<file path="src/rtl/z80_bus_frontend_if.sv">
// z80_bus_frontend_if
//   Bundles the Z80 pin-side inputs and the clk-domain bus outputs of
//   z80_bus_frontend.
//   slave  : seen by the front end (pins/error_clear in, bus_* out)
//   master : seen by whatever drives the Z80 pins and consumes events
//   Z80 side : z80_write_strobe_b, z80_read_strobe_b (active-low, async),
//              z80_address_bus[7:0], z80_data_bus_in[7:0] (async)
//   Bus side : bus_address, bus_write_data, bus_write_pulse, bus_read_start,
//              bus_read_active, bus_read_end, error_count, error_clear
interface z80_bus_frontend_if;
  logic       z80_write_strobe_b;
  logic       z80_read_strobe_b;
  logic [7:0] z80_address_bus;
  logic [7:0] z80_data_bus_in;
  logic       error_clear;

  logic [7:0] bus_address;
  logic [7:0] bus_write_data;
  logic       bus_write_pulse;
  logic       bus_read_start;
  logic       bus_read_active;
  logic       bus_read_end;
  logic [7:0] error_count;

  modport slave (
    input  z80_write_strobe_b, z80_read_strobe_b, z80_address_bus,
           z80_data_bus_in, error_clear,
    output bus_address, bus_write_data, bus_write_pulse, bus_read_start,
           bus_read_active, bus_read_end, error_count
  );

  modport master (
    output z80_write_strobe_b, z80_read_strobe_b, z80_address_bus,
           z80_data_bus_in, error_clear,
    input  bus_address, bus_write_data, bus_write_pulse, bus_read_start,
           bus_read_active, bus_read_end, error_count
  );
endinterface

</file>
<file path="src/rtl/z80_bus_frontend.sv">
// z80_bus_frontend
//   Z80-side input stage for the Z80/Wishbone mailbox. Synchronises the
//   asynchronous Z80 strobes, address and data into clk, filters strobe
//   glitches shorter than FILTER_CYCLES, and turns qualified strobes into
//   single-cycle write / read-start / read-end events with captured address
//   and data. Protocol faults are counted in a saturating 8-bit counter.
//   Parameters : SYNC_STAGES (2..4), FILTER_CYCLES (1..15)
//   Ports      : clk      - the only clock
//                reset_b  - asynchronous, active-low reset
//                bus      - z80_bus_frontend_if.slave (pins in, events out)
module z80_bus_frontend #(
  parameter int unsigned SYNC_STAGES   = 2,
  parameter int unsigned FILTER_CYCLES = 3
) (
  input  logic               clk,
  input  logic               reset_b,
  z80_bus_frontend_if.slave  bus
);

  typedef enum logic [2:0] {
    S_IDLE,
    S_WR_QUAL,
    S_WR_ACTIVE,
    S_RD_QUAL,
    S_RD_ACTIVE,
    S_FAULT
  } state_t;

  localparam logic [3:0] LP_FILT = 4'(FILTER_CYCLES);

  // Synchronisers: address/data share the strobe depth so all stay aligned.
  logic [SYNC_STAGES-1:0]      r_ws_sync;
  logic [SYNC_STAGES-1:0]      r_rs_sync;
  logic [SYNC_STAGES-1:0][7:0] r_a_sync;
  logic [SYNC_STAGES-1:0][7:0] r_d_sync;

  logic       w_ws;
  logic       w_rs;
  logic [7:0] w_a;
  logic [7:0] w_d;

  state_t     r_state;
  state_t     w_state_nxt;
  logic [3:0] r_qcnt;
  logic [3:0] w_qcnt_nxt;
  logic [3:0] w_qcnt_inc;

  logic w_err_evt;
  logic w_wr_pulse;
  logic w_rd_start;
  logic w_rd_end;
  logic w_cap_wr;
  logic w_cap_rd;

  logic [7:0] r_addr;
  logic [7:0] r_wdata;
  logic       r_wr_pulse;
  logic       r_rd_start;
  logic       r_rd_active;
  logic       r_rd_end;
  logic [7:0] r_err_cnt;

  always_ff @(posedge clk or negedge reset_b) begin
    if (!reset_b) begin
      r_ws_sync <= '1;
      r_rs_sync <= '1;
      r_a_sync  <= '0;
      r_d_sync  <= '0;
    end else begin
      r_ws_sync <= {r_ws_sync[SYNC_STAGES-2:0], bus.z80_write_strobe_b};
      r_rs_sync <= {r_rs_sync[SYNC_STAGES-2:0], bus.z80_read_strobe_b};
      r_a_sync  <= {r_a_sync[SYNC_STAGES-2:0], bus.z80_address_bus};
      r_d_sync  <= {r_d_sync[SYNC_STAGES-2:0], bus.z80_data_bus_in};
    end
  end

  assign w_ws = r_ws_sync[SYNC_STAGES-1];
  assign w_rs = r_rs_sync[SYNC_STAGES-1];
  assign w_a  = r_a_sync[SYNC_STAGES-1];
  assign w_d  = r_d_sync[SYNC_STAGES-1];

  assign w_qcnt_inc = r_qcnt + 4'd1;

  always_ff @(posedge clk or negedge reset_b) begin
    if (!reset_b) begin
      r_state <= S_IDLE;
      r_qcnt  <= '0;
    end else begin
      r_state <= w_state_nxt;
      r_qcnt  <= w_qcnt_nxt;
    end
  end

  always_comb begin
    w_state_nxt = r_state;
    w_qcnt_nxt  = r_qcnt;
    w_err_evt   = 1'b0;
    w_wr_pulse  = 1'b0;
    w_rd_start  = 1'b0;
    w_rd_end    = 1'b0;
    w_cap_wr    = 1'b0;
    w_cap_rd    = 1'b0;
    case (r_state)
      S_IDLE: begin
        if (!w_ws && !w_rs) begin
          w_state_nxt = S_FAULT;
          w_err_evt   = 1'b1;
        end else if (!w_ws) begin
          w_qcnt_nxt = 4'd1;
          if (LP_FILT == 4'd1) begin
            w_state_nxt = S_WR_ACTIVE;
            w_cap_wr    = 1'b1;
          end else begin
            w_state_nxt = S_WR_QUAL;
          end
        end else if (!w_rs) begin
          w_qcnt_nxt = 4'd1;
          if (LP_FILT == 4'd1) begin
            w_state_nxt = S_RD_ACTIVE;
            w_rd_start  = 1'b1;
            w_cap_rd    = 1'b1;
          end else begin
            w_state_nxt = S_RD_QUAL;
          end
        end
      end
      S_WR_QUAL: begin
        if (!w_rs) begin
          w_state_nxt = S_FAULT;
          w_err_evt   = 1'b1;
        end else if (w_ws) begin
          w_state_nxt = S_IDLE;
          w_err_evt   = 1'b1;
        end else begin
          w_qcnt_nxt = w_qcnt_inc;
          if (w_qcnt_inc == LP_FILT) begin
            w_state_nxt = S_WR_ACTIVE;
            // Capture on entry too: a minimum-width strobe releases on the
            // very next sample, so this may be the only low-strobe cycle.
            w_cap_wr    = 1'b1;
          end
        end
      end
      S_RD_QUAL: begin
        if (!w_ws) begin
          w_state_nxt = S_FAULT;
          w_err_evt   = 1'b1;
        end else if (w_rs) begin
          w_state_nxt = S_IDLE;
          w_err_evt   = 1'b1;
        end else begin
          w_qcnt_nxt = w_qcnt_inc;
          if (w_qcnt_inc == LP_FILT) begin
            w_state_nxt = S_RD_ACTIVE;
            w_rd_start  = 1'b1;
            w_cap_rd    = 1'b1;
          end
        end
      end
      S_WR_ACTIVE: begin
        if (w_ws) begin
          w_state_nxt = S_IDLE;
          w_wr_pulse  = 1'b1;
        end else if (!w_rs) begin
          w_state_nxt = S_FAULT;
          w_err_evt   = 1'b1;
        end else begin
          w_cap_wr = 1'b1;
        end
      end
      S_RD_ACTIVE: begin
        if (!w_ws) begin
          w_state_nxt = S_FAULT;
          w_err_evt   = 1'b1;
          w_rd_end    = 1'b1;
        end else if (w_rs) begin
          w_state_nxt = S_IDLE;
          w_rd_end    = 1'b1;
        end
      end
      S_FAULT: begin
        if (w_ws && w_rs) w_state_nxt = S_IDLE;
      end
      default: w_state_nxt = S_IDLE;
    endcase
  end

  always_ff @(posedge clk or negedge reset_b) begin
    if (!reset_b) begin
      r_addr      <= '0;
      r_wdata     <= '0;
      r_wr_pulse  <= 1'b0;
      r_rd_start  <= 1'b0;
      r_rd_active <= 1'b0;
      r_rd_end    <= 1'b0;
      r_err_cnt   <= '0;
    end else begin
      r_wr_pulse <= w_wr_pulse;
      r_rd_start <= w_rd_start;
      r_rd_end   <= w_rd_end;
      if (w_cap_wr) begin
        r_addr  <= w_a;
        r_wdata <= w_d;
      end else if (w_cap_rd) begin
        r_addr <= w_a;
      end
      if (w_rd_start)    r_rd_active <= 1'b1;
      else if (w_rd_end) r_rd_active <= 1'b0;
      if (bus.error_clear)                     r_err_cnt <= '0;
      else if (w_err_evt && r_err_cnt != '1)   r_err_cnt <= r_err_cnt + 8'd1;
    end
  end

  assign bus.bus_address     = r_addr;
  assign bus.bus_write_data  = r_wdata;
  assign bus.bus_write_pulse = r_wr_pulse;
  assign bus.bus_read_start  = r_rd_start;
  assign bus.bus_read_active = r_rd_active;
  assign bus.bus_read_end    = r_rd_end;
  assign bus.error_count     = r_err_cnt;

endmodule
</file>
<file path="src/flat_wrapper.sv">
// flat-port wrapper written by rule: the top's interface ports become plain ports
module z80_bus_frontend_flat 
#(
  parameter int unsigned SYNC_STAGES   = 2,
  parameter int unsigned FILTER_CYCLES = 3
)
  (clk, reset_b, bus_z80_write_strobe_b, bus_z80_read_strobe_b, bus_z80_address_bus, bus_z80_data_bus_in, bus_error_clear, bus_bus_address, bus_bus_write_data, bus_bus_write_pulse, bus_bus_read_start, bus_bus_read_active, bus_bus_read_end, bus_error_count);
  z80_bus_frontend_if bus_i ();
  input  logic clk;
  input  logic reset_b;
  input wire logic [$bits(bus_i.z80_write_strobe_b)-1:0] bus_z80_write_strobe_b;
  input wire logic [$bits(bus_i.z80_read_strobe_b)-1:0] bus_z80_read_strobe_b;
  input wire logic [$bits(bus_i.z80_address_bus)-1:0] bus_z80_address_bus;
  input wire logic [$bits(bus_i.z80_data_bus_in)-1:0] bus_z80_data_bus_in;
  input wire logic [$bits(bus_i.error_clear)-1:0] bus_error_clear;
  output wire logic [$bits(bus_i.bus_address)-1:0] bus_bus_address;
  output wire logic [$bits(bus_i.bus_write_data)-1:0] bus_bus_write_data;
  output wire logic [$bits(bus_i.bus_write_pulse)-1:0] bus_bus_write_pulse;
  output wire logic [$bits(bus_i.bus_read_start)-1:0] bus_bus_read_start;
  output wire logic [$bits(bus_i.bus_read_active)-1:0] bus_bus_read_active;
  output wire logic [$bits(bus_i.bus_read_end)-1:0] bus_bus_read_end;
  output wire logic [$bits(bus_i.error_count)-1:0] bus_error_count;
  assign bus_i.z80_write_strobe_b = bus_z80_write_strobe_b;
  assign bus_i.z80_read_strobe_b = bus_z80_read_strobe_b;
  assign bus_i.z80_address_bus = bus_z80_address_bus;
  assign bus_i.z80_data_bus_in = bus_z80_data_bus_in;
  assign bus_i.error_clear = bus_error_clear;
  assign bus_bus_address = bus_i.bus_address;
  assign bus_bus_write_data = bus_i.bus_write_data;
  assign bus_bus_write_pulse = bus_i.bus_write_pulse;
  assign bus_bus_read_start = bus_i.bus_read_start;
  assign bus_bus_read_active = bus_i.bus_read_active;
  assign bus_bus_read_end = bus_i.bus_read_end;
  assign bus_error_count = bus_i.error_count;
  z80_bus_frontend #(.SYNC_STAGES(SYNC_STAGES), .FILTER_CYCLES(FILTER_CYCLES)) u_core (.clk(clk), .reset_b(reset_b), .bus(bus_i));
endmodule
</file>
<file path="config.mk">
export PLATFORM = sky130hd
export DESIGN_NAME = z80_bus_frontend_flat
export DESIGN_NICKNAME = d
export VERILOG_FILES = /design/src/rtl/z80_bus_frontend_if.sv /design/src/rtl/z80_bus_frontend.sv /design/src/flat_wrapper.sv
export SDC_FILE = /design/constraint.sdc
export NUM_CORES = 1
export LEC_CHECK = 0
export BUFFER_PORTS_ARGS = -buffer_cell sky130_fd_sc_hd__buf_2
export CAP_MARGIN = 10
export CORE_MARGIN = 2
export CORE_UTILIZATION = 27
export CTS_CLUSTER_SIZE = 28
export DETAILED_ROUTE_END_ITERATION = 8
export GPL_TIMING_DRIVEN = 0
export PLACE_DENSITY = 0.57
export SLEW_MARGIN = 30
export SYNTH_ARGS = -nofsm -noshare
export SYNTH_HDL_FRONTEND = slang
export SYNTH_SLANG_ARGS = --single-unit
</file>
<file path="constraint.sdc">
create_clock -name clk -period 2.7 [get_ports clk]
set_input_delay 0.27 -clock clk [delete_from_list [all_inputs] [get_ports clk]]
set_output_delay 0.27 -clock clk [all_outputs]
set_load 0.005 [all_outputs]
</file>
After elaboration in Yosys (flattened, before gate mapping)

Index checks and enable logic that the tools add are counted.

Register bits: 71
Input port bits: 21
Output and inout port bits: 28

Add/sub/neg operators: 2
Equal/unequal tests: 19
Muxes and demuxes: 48
Reductions and logical operators: 12

Operators with widths:

| kind                  | number |
|---|---|
| $mux W3               | 14 |
| $mux W8               | 4 |
| $mux W4               | 7 |
| $mux W1               | 19 |
| $pmux W3 S6           | 1 |
| $pmux W4 S3           | 1 |
| $add A8 B1 Y8 const B | 1 |
| $ne A4 B4 Y1 const B  | 2 |
| $ne A8 B8 Y1 const B  | 1 |
| $reduce_and A7 Y1     | 1 |
| $eq A3 B2 Y1 const B  | 2 |
| $eq A3 B3 Y1 const B  | 2 |
| $ne A2 B1 Y1 const B  | 3 |
| $ne A2 B2 Y1 const B  | 3 |
| $ne A3 B3 Y1 const B  | 2 |
| $reduce_and A6 Y1     | 1 |
| $reduce_bool A2 Y1    | 3 |
| $pmux W1 S5           | 1 |
| $add A4 B1 Y4 const B | 1 |
| $eq A4 B2 Y1 const B  | 1 |
| $ne A4 B3 Y1 const B  | 1 |
| $eq A3 B1 Y1 const B  | 1 |
| $logic_and A1 B1 Y1   | 3 |
| $logic_not A3 Y1      | 1 |
| 4 further kinds       | 5 |

Logic depth before layout (Yosys ltp)

Depth in word-level cells: 8
Gate-level depth with buffers: 7

Worst setup path after synthesis

No wires, ideal clock.

Kind: flip-flop to flip-flop
Start: register u_core.r_qcnt[0]
End: register u_core.r_addr[0] (netlist: u_core.bus.bus_address[0])
Arrival: 1.854 ns
Required time: 2.575 ns
Setup slack: 0.722 ns
Stages on the path, launching flop included: 8
Path buffers: 0
Path through: dfrtp_1 > inv_1 > ha_1 > nor2b_1 > a31oi_1 > a21oi_4 > a41oi_4 > mux2_2

Word-level cells in the longest chain between the ends: 7

RTL lines:

| item                                                 | RTL line                                         | RTL |
|---|---|---|
| start: declaration                                   | z80_bus_frontend.sv:44                           | `logic [3:0] r_qcnt;` |
| start signal: assignment                             | z80_bus_frontend.sv:90                           | `r_qcnt <= w_qcnt_nxt;` |
| $add A4 B1 Y4 *                                      | z80_bus_frontend.sv:82                           | `assign w_qcnt_inc = r_qcnt + 4'd1;` |
| $eq A4 B2 Y1 *                                       | z80_bus_frontend.sv:136, z80_bus_frontend.sv:153 |  |
| $mux W1 *                                            | z80_bus_frontend.sv:136, z80_bus_frontend.sv:153 |  |
| $mux W1, on equally long branches                    | z80_bus_frontend.sv:131, z80_bus_frontend.sv:148 |  |
| $mux W1, on equally long branches                    | z80_bus_frontend.sv:128, z80_bus_frontend.sv:145 |  |
| $pmux W1 S2 / $mux W1 (equally long branches)        | z80_bus_frontend.sv:103                          | `case (r_state)` |
| $mux W8 / $reduce_bool A2 Y1 (equally long branches) | n/a                                              |  |
| end signal: assignment                               | z80_bus_frontend.sv:202                          | `r_addr <= w_a;` |
| end signal: assignment                               | z80_bus_frontend.sv:205                          | `r_addr <= w_a;` |
| end: declaration                                     | z80_bus_frontend.sv:55                           | `logic [7:0] r_addr;` |

Mark *: on every way between the ends. The rest lies on a longest branch, timed or not.
A chain may end at the register's enable or synchronous reset.

Final worst setup path

Start: register u_core.r_qcnt[0]
End: register u_core.r_addr[1] (netlist: u_core.bus.bus_address[1])

The elaborated chain is that of the path after synthesis.

==> out/results.env <==
GRT_PASS1_WL_UM=8090
WORST_CASE_CLOCK_SKEW_NS=0.00912
NUMBER_OF_ENABLE_TYPE_REGISTER_CELLS_IN_THE_SYNTHESIZED_NETLIST=0
ANT_NETS=0
SYN-NUM-NETS=222
HALF_PERIMETER_WIRE_LENGTH_AFTER_DETAILED_PLACEMENT_UM=3210
FINALCRITICALPERIOD_NS=2.28
YS_TOP_CELLS_BY_AREA='sky130_fd_sc_hd__dfrtp_1 63%, sky130_fd_sc_hd__mux2_2 6.8%, sky130_fd_sc_hd__dfstp_2 4.0%'
GRT_START_MAX_NET_PINS=49
CRIT_PATH_TO='u_core.bus.bus_address[1]'
REGISTER_AREA_MM2=0.00178
RUN_STATUS='finished, final reports clean'
H-TREE-DEPTH=3
DRT_PASS1_ITERATIONS=4
CLKSLEWWORSTSETUPHOLDPATHS_NS=0.08
FLOPS_LATCHES_SYNTH=71
FINAL_MIN_PERIOD_OVER_CLOCK_PERIOD=0.845
FINAL_WS_SETUP_NS=0.420
POST_DRT_VIA_CELL_RATIO=4.28
ANTENNA_CELLS_INSERTED=0
WHS_PATH_DEPTH=1
FINISH.INSTANCE_AREA_MM2=0.00329
R2R_START='u_core.r_qcnt[0]'
MULTI_INPUT_GATE_AREA_UM2=830
DPL-INSTANCE-AREA_MM2=0.00309
SYNTH_TOP_FLOP_CELL='sky130_fd_sc_hd__dfrtp_1'
TIMING.SETUP.CRITICAL_PATH_CLASS='register to register'
GRT_PASS1_VIAS=1684
SYNTH_TOP_AREA_CELL='sky130_fd_sc_hd__dfrtp_1'
WORST_MAX_SLEW_PIN_SLEW_NS=0.503
CTS-BUFFERS-INSERTED=9
DESIGN.CORE.AREA_MM2=0.00964
POWER.CLOCK.FRACTION=0.323
TOTALWIRELENGTH_UM=4730
DIE_W_UM=103
CTS.SINKS=71
P_SW_FRAC=0.271
POST_SYNTH_INSTANCE_AREA_MM2=0.00266
CLOCK-ROOT-BUFFER='sky130_fd_sc_hd__clkbuf_8'
INITIAL_UTILIZATION=0.275
FINAL_NETS=282
TIMING.FINAL.MAX_SLEW_VIOLATIONS=0
SWITCHINGPOWER_W=0.000707
GRT-OVFL-TOTAL=0
CRIT_PATH_START_KIND='register'
LAYOUTNONFILLERINSTCOUNT=396
TOTAL_DIE_AREA_MM2=0.0106
NUMBER_OF_WARNINGS_REPORTED_IN_THE_YOSYS_SYNTHESIS_LOG=0
INTERNAL_POWER_W=0.00190
SYNTH.DISTINCT_CELLS=45
HP-CLASS='primary input to register'
FF2FF_PATH_DEPTH=7
MAX-CAP-VIOLATIONS=0
RSZ0062_AT_GRT='false'
SYN_INST=198
WORSTSETUPENDPOINTTYPE='register'
SETUP_VIOL_COUNT_FINAL=0
PORT_BUFFERS=47
FINALSETUPTNS_NS=0
DIE_H_UM=103
FMAX_MHz=439
POST-SYNTH-TOP-AREA-FRACTION=0.631
TRITONCTS='done'
FINAL_HOLD_VIOL_COUNT=0
POST_CTS_HOLD_BUFFER_COUNT=1
NUMBER_OF_ANTENNA_VIOLATIONS_AT_THE_FIRST_CHECK_IN_GLOBAL_ROUTING=0
VDD_DROP_MAX_mV=0.351
PLACE.DETAILED.INSTANCES=379
CRIT_PATH_START='u_core.r_qcnt[0]'
COMBINATIONALPOWERSHARE=0.174
REGTOREGENDPOINT='u_core.bus.bus_address[1]'
WORSTPATHARRIVAL_NS=2.50
PLACE_WORST_SETUP_SLACK_NS=0.405
SHARE_SEQ_OF_TOTAL_POWER=0.503
CELLLEAKAGEPOWER_nW=1.54
SYNTHESIS.AREA_PER_INSTANCE_UM2=13.4
REGTOREGSETUPSLACK_NS=0.42
IOPINCOUNT=49
SYN_TO_FINAL_GROWTH_PCT=24.1
SYNTH_SEQ_AREA_SHARE=0.671
WORST_SKEW_PAIR.LATE_LATENCY_NS=0.34
FP-ROW-COUNT=36
CTS.PATH.MAX_BUFFERS=2
CTS-RESIZED-GATES=0
GLOBAL_ROUTE.USAGE.TOTAL=0.101
GLOBALPLACE.CONGESTION=0.775
POWER_PER_STANDARD_CELL_AREA_mW_PER_MM2=793
INITIALDRTVIOLATIONCOUNT=109
FILLERINSTANCES=1001
DRT_DRC_VIOLATIONS_LEFT=0
POSTSYNTH.ASYNCRESETSHARE=1.00
POSTCTSSETUPBUFFERS=0
DETAIL_ROUTE.WL_PER_CELL_UM=12.0
PATH_MAX_FANOUT=10
NUM_VIAS=1696
REQUIRED_NS=2.92
MAXSLEWHEADROOM=0.664
LAYOUT-DRIVE-GT1-SHARE=0.354
[how the worst min path moves through the flow]
stage                           startpoint                         to
detailed placement                 reset_b         u_core.r_d_sync[5]
global placement        u_core.r_d_sync[3]              u_core.w_d[3]
floorplan                          reset_b  u_core.bus.bus_address[0]
global route        bus_z80_address_bus[4]         u_core.r_a_sync[4]
CTS                 bus_z80_address_bus[7]         u_core.r_a_sync[7]
finish              bus_z80_data_bus_in[6]         u_core.r_d_sync[6]
[cell families (layout without fill, tap and decap cells)]
family,count (synthesis),after routing,synth area share
XOR/XNOR,5,5,0.0165
AND/OR/NAND/NOR,55,55,0.111
AO/OA/AOI/OAI,37,37,0.0990
buffers and inverters,10,75,0.0165
adder cells (fa/ha/maj),3,3,0.0141
multiplexers,17,17,0.0716
flip-flops,71,71,0.671
[cell usage after synthesis (2+ instances only)]
cell type                  number
sky130_fd_sc_hd__dfrtp_1       67
sky130_fd_sc_hd__mux2_2        16
sky130_fd_sc_hd__nor2_1        14
sky130_fd_sc_hd__o21ai_0       11
sky130_fd_sc_hd__a21oi_1        8
sky130_fd_sc_hd__nand2_1        6
sky130_fd_sc_hd__nand3_1        6
sky130_fd_sc_hd__nor2b_1        6
sky130_fd_sc_hd__clkbuf_1       4
sky130_fd_sc_hd__dfstp_2        4
sky130_fd_sc_hd__nand2b_1       4
sky130_fd_sc_hd__xor2_1         4
sky130_fd_sc_hd__and2_1         3
sky130_fd_sc_hd__and3_1         3
sky130_fd_sc_hd__ha_1           3
sky130_fd_sc_hd__o31ai_1        3
sky130_fd_sc_hd__a31oi_1        2
sky130_fd_sc_hd__buf_2          2
sky130_fd_sc_hd__inv_1          2
sky130_fd_sc_hd__nand4_1        2
sky130_fd_sc_hd__o211ai_1       2
sky130_fd_sc_hd__or2_2          2
sky130_fd_sc_hd__or3_1          2
[flip-flops by register name, indices dropped and copies added (netlist names), 4 cells and up]
signal / cells
u_core.r_a_sync: 8
u_core.w_d: 8
u_core.bus.error_count: 8
u_core.bus.bus_write_data: 8
u_core.r_qcnt: 4
u_core.w_a: 8
u_core.bus.bus_address: 8
u_core.r_d_sync: 8
[power by group through the flow]
stage	Combinational, W	Sequential, W	Clock [W]
final	0.000454	0.00131	0.000844
after global routing	0.000513	0.00134	0.000942
after CTS	0.000463	0.00131	0.000888
after detailed placement	0.000458	0.00133	0
after global placement	0.000439	0.00133	0
after floorplan	0.000257	0.00133	0
[critical path: stages, from the launching register on]
cell and delay [ns]:
sky130_fd_sc_hd__dfrtp_1 0.44, sky130_fd_sc_hd__inv_1 0.07, sky130_fd_sc_hd__ha_1 0.22, sky130_fd_sc_hd__nor2b_1 0.16, sky130_fd_sc_hd__a31oi_1 0.29, sky130_fd_sc_hd__a21oi_4 0.18, sky130_fd_sc_hd__a41oi_4 0.41, sky130_fd_sc_hd__mux2_2 0.39
[metal layers]
metal  up-vias  share of wire  GRT usage
met4         0          0.015     0.0607
li1        812              -          -
met5         -              0          0
met2        39           0.46      0.146
met1       837           0.48      0.137
met3         8          0.047     0.0251
[cell type report]
cell class              instances  share of cell area
flip-flops and latches         71               0.541
multi-input cells             117               0.252
repair buffers                 49              0.0836
well taps                     133              0.0505
clock buffers                  11              0.0429
clock inverters                 5              0.0171
plain buffers                   8              0.0110
inverters                       2             0.00228
[layout by cell type (no fill, tap or decap), drive strengths merged, types with 3 or more instances in the layout]
master	synthesis	routed
inv	2	3
and2	3	3
clkbuf	4	15
a21oi	9	9
nor2	14	14
dfstp	4	4
nand2	6	6
ha	3	3
or2	3	3
o31ai	3	3
dfrtp	67	67
buf	4	52
mux2	16	16
nor2b	6	6
nand3	6	6
xor2	4	4
nand2b	4	4
and3	3	3
o21ai	12	12
[through the flow]
step | utilization | power, W | hold slack (ns)
2_1_floorplan | - | 0.00159 | -0.0256
3_3_place_gp | 0.317 | 0.00177 | 0.332
3_5_place_dp | 0.320 | 0.00179 | 0.203
4_1_cts | 0.342 | 0.00267 | 0.00721
5_1_grt | 0.342 | 0.00279 | 0.000247
6_report | 0.342 | 0.00261 | 0.0293
(Power assumes the default switching activity.)
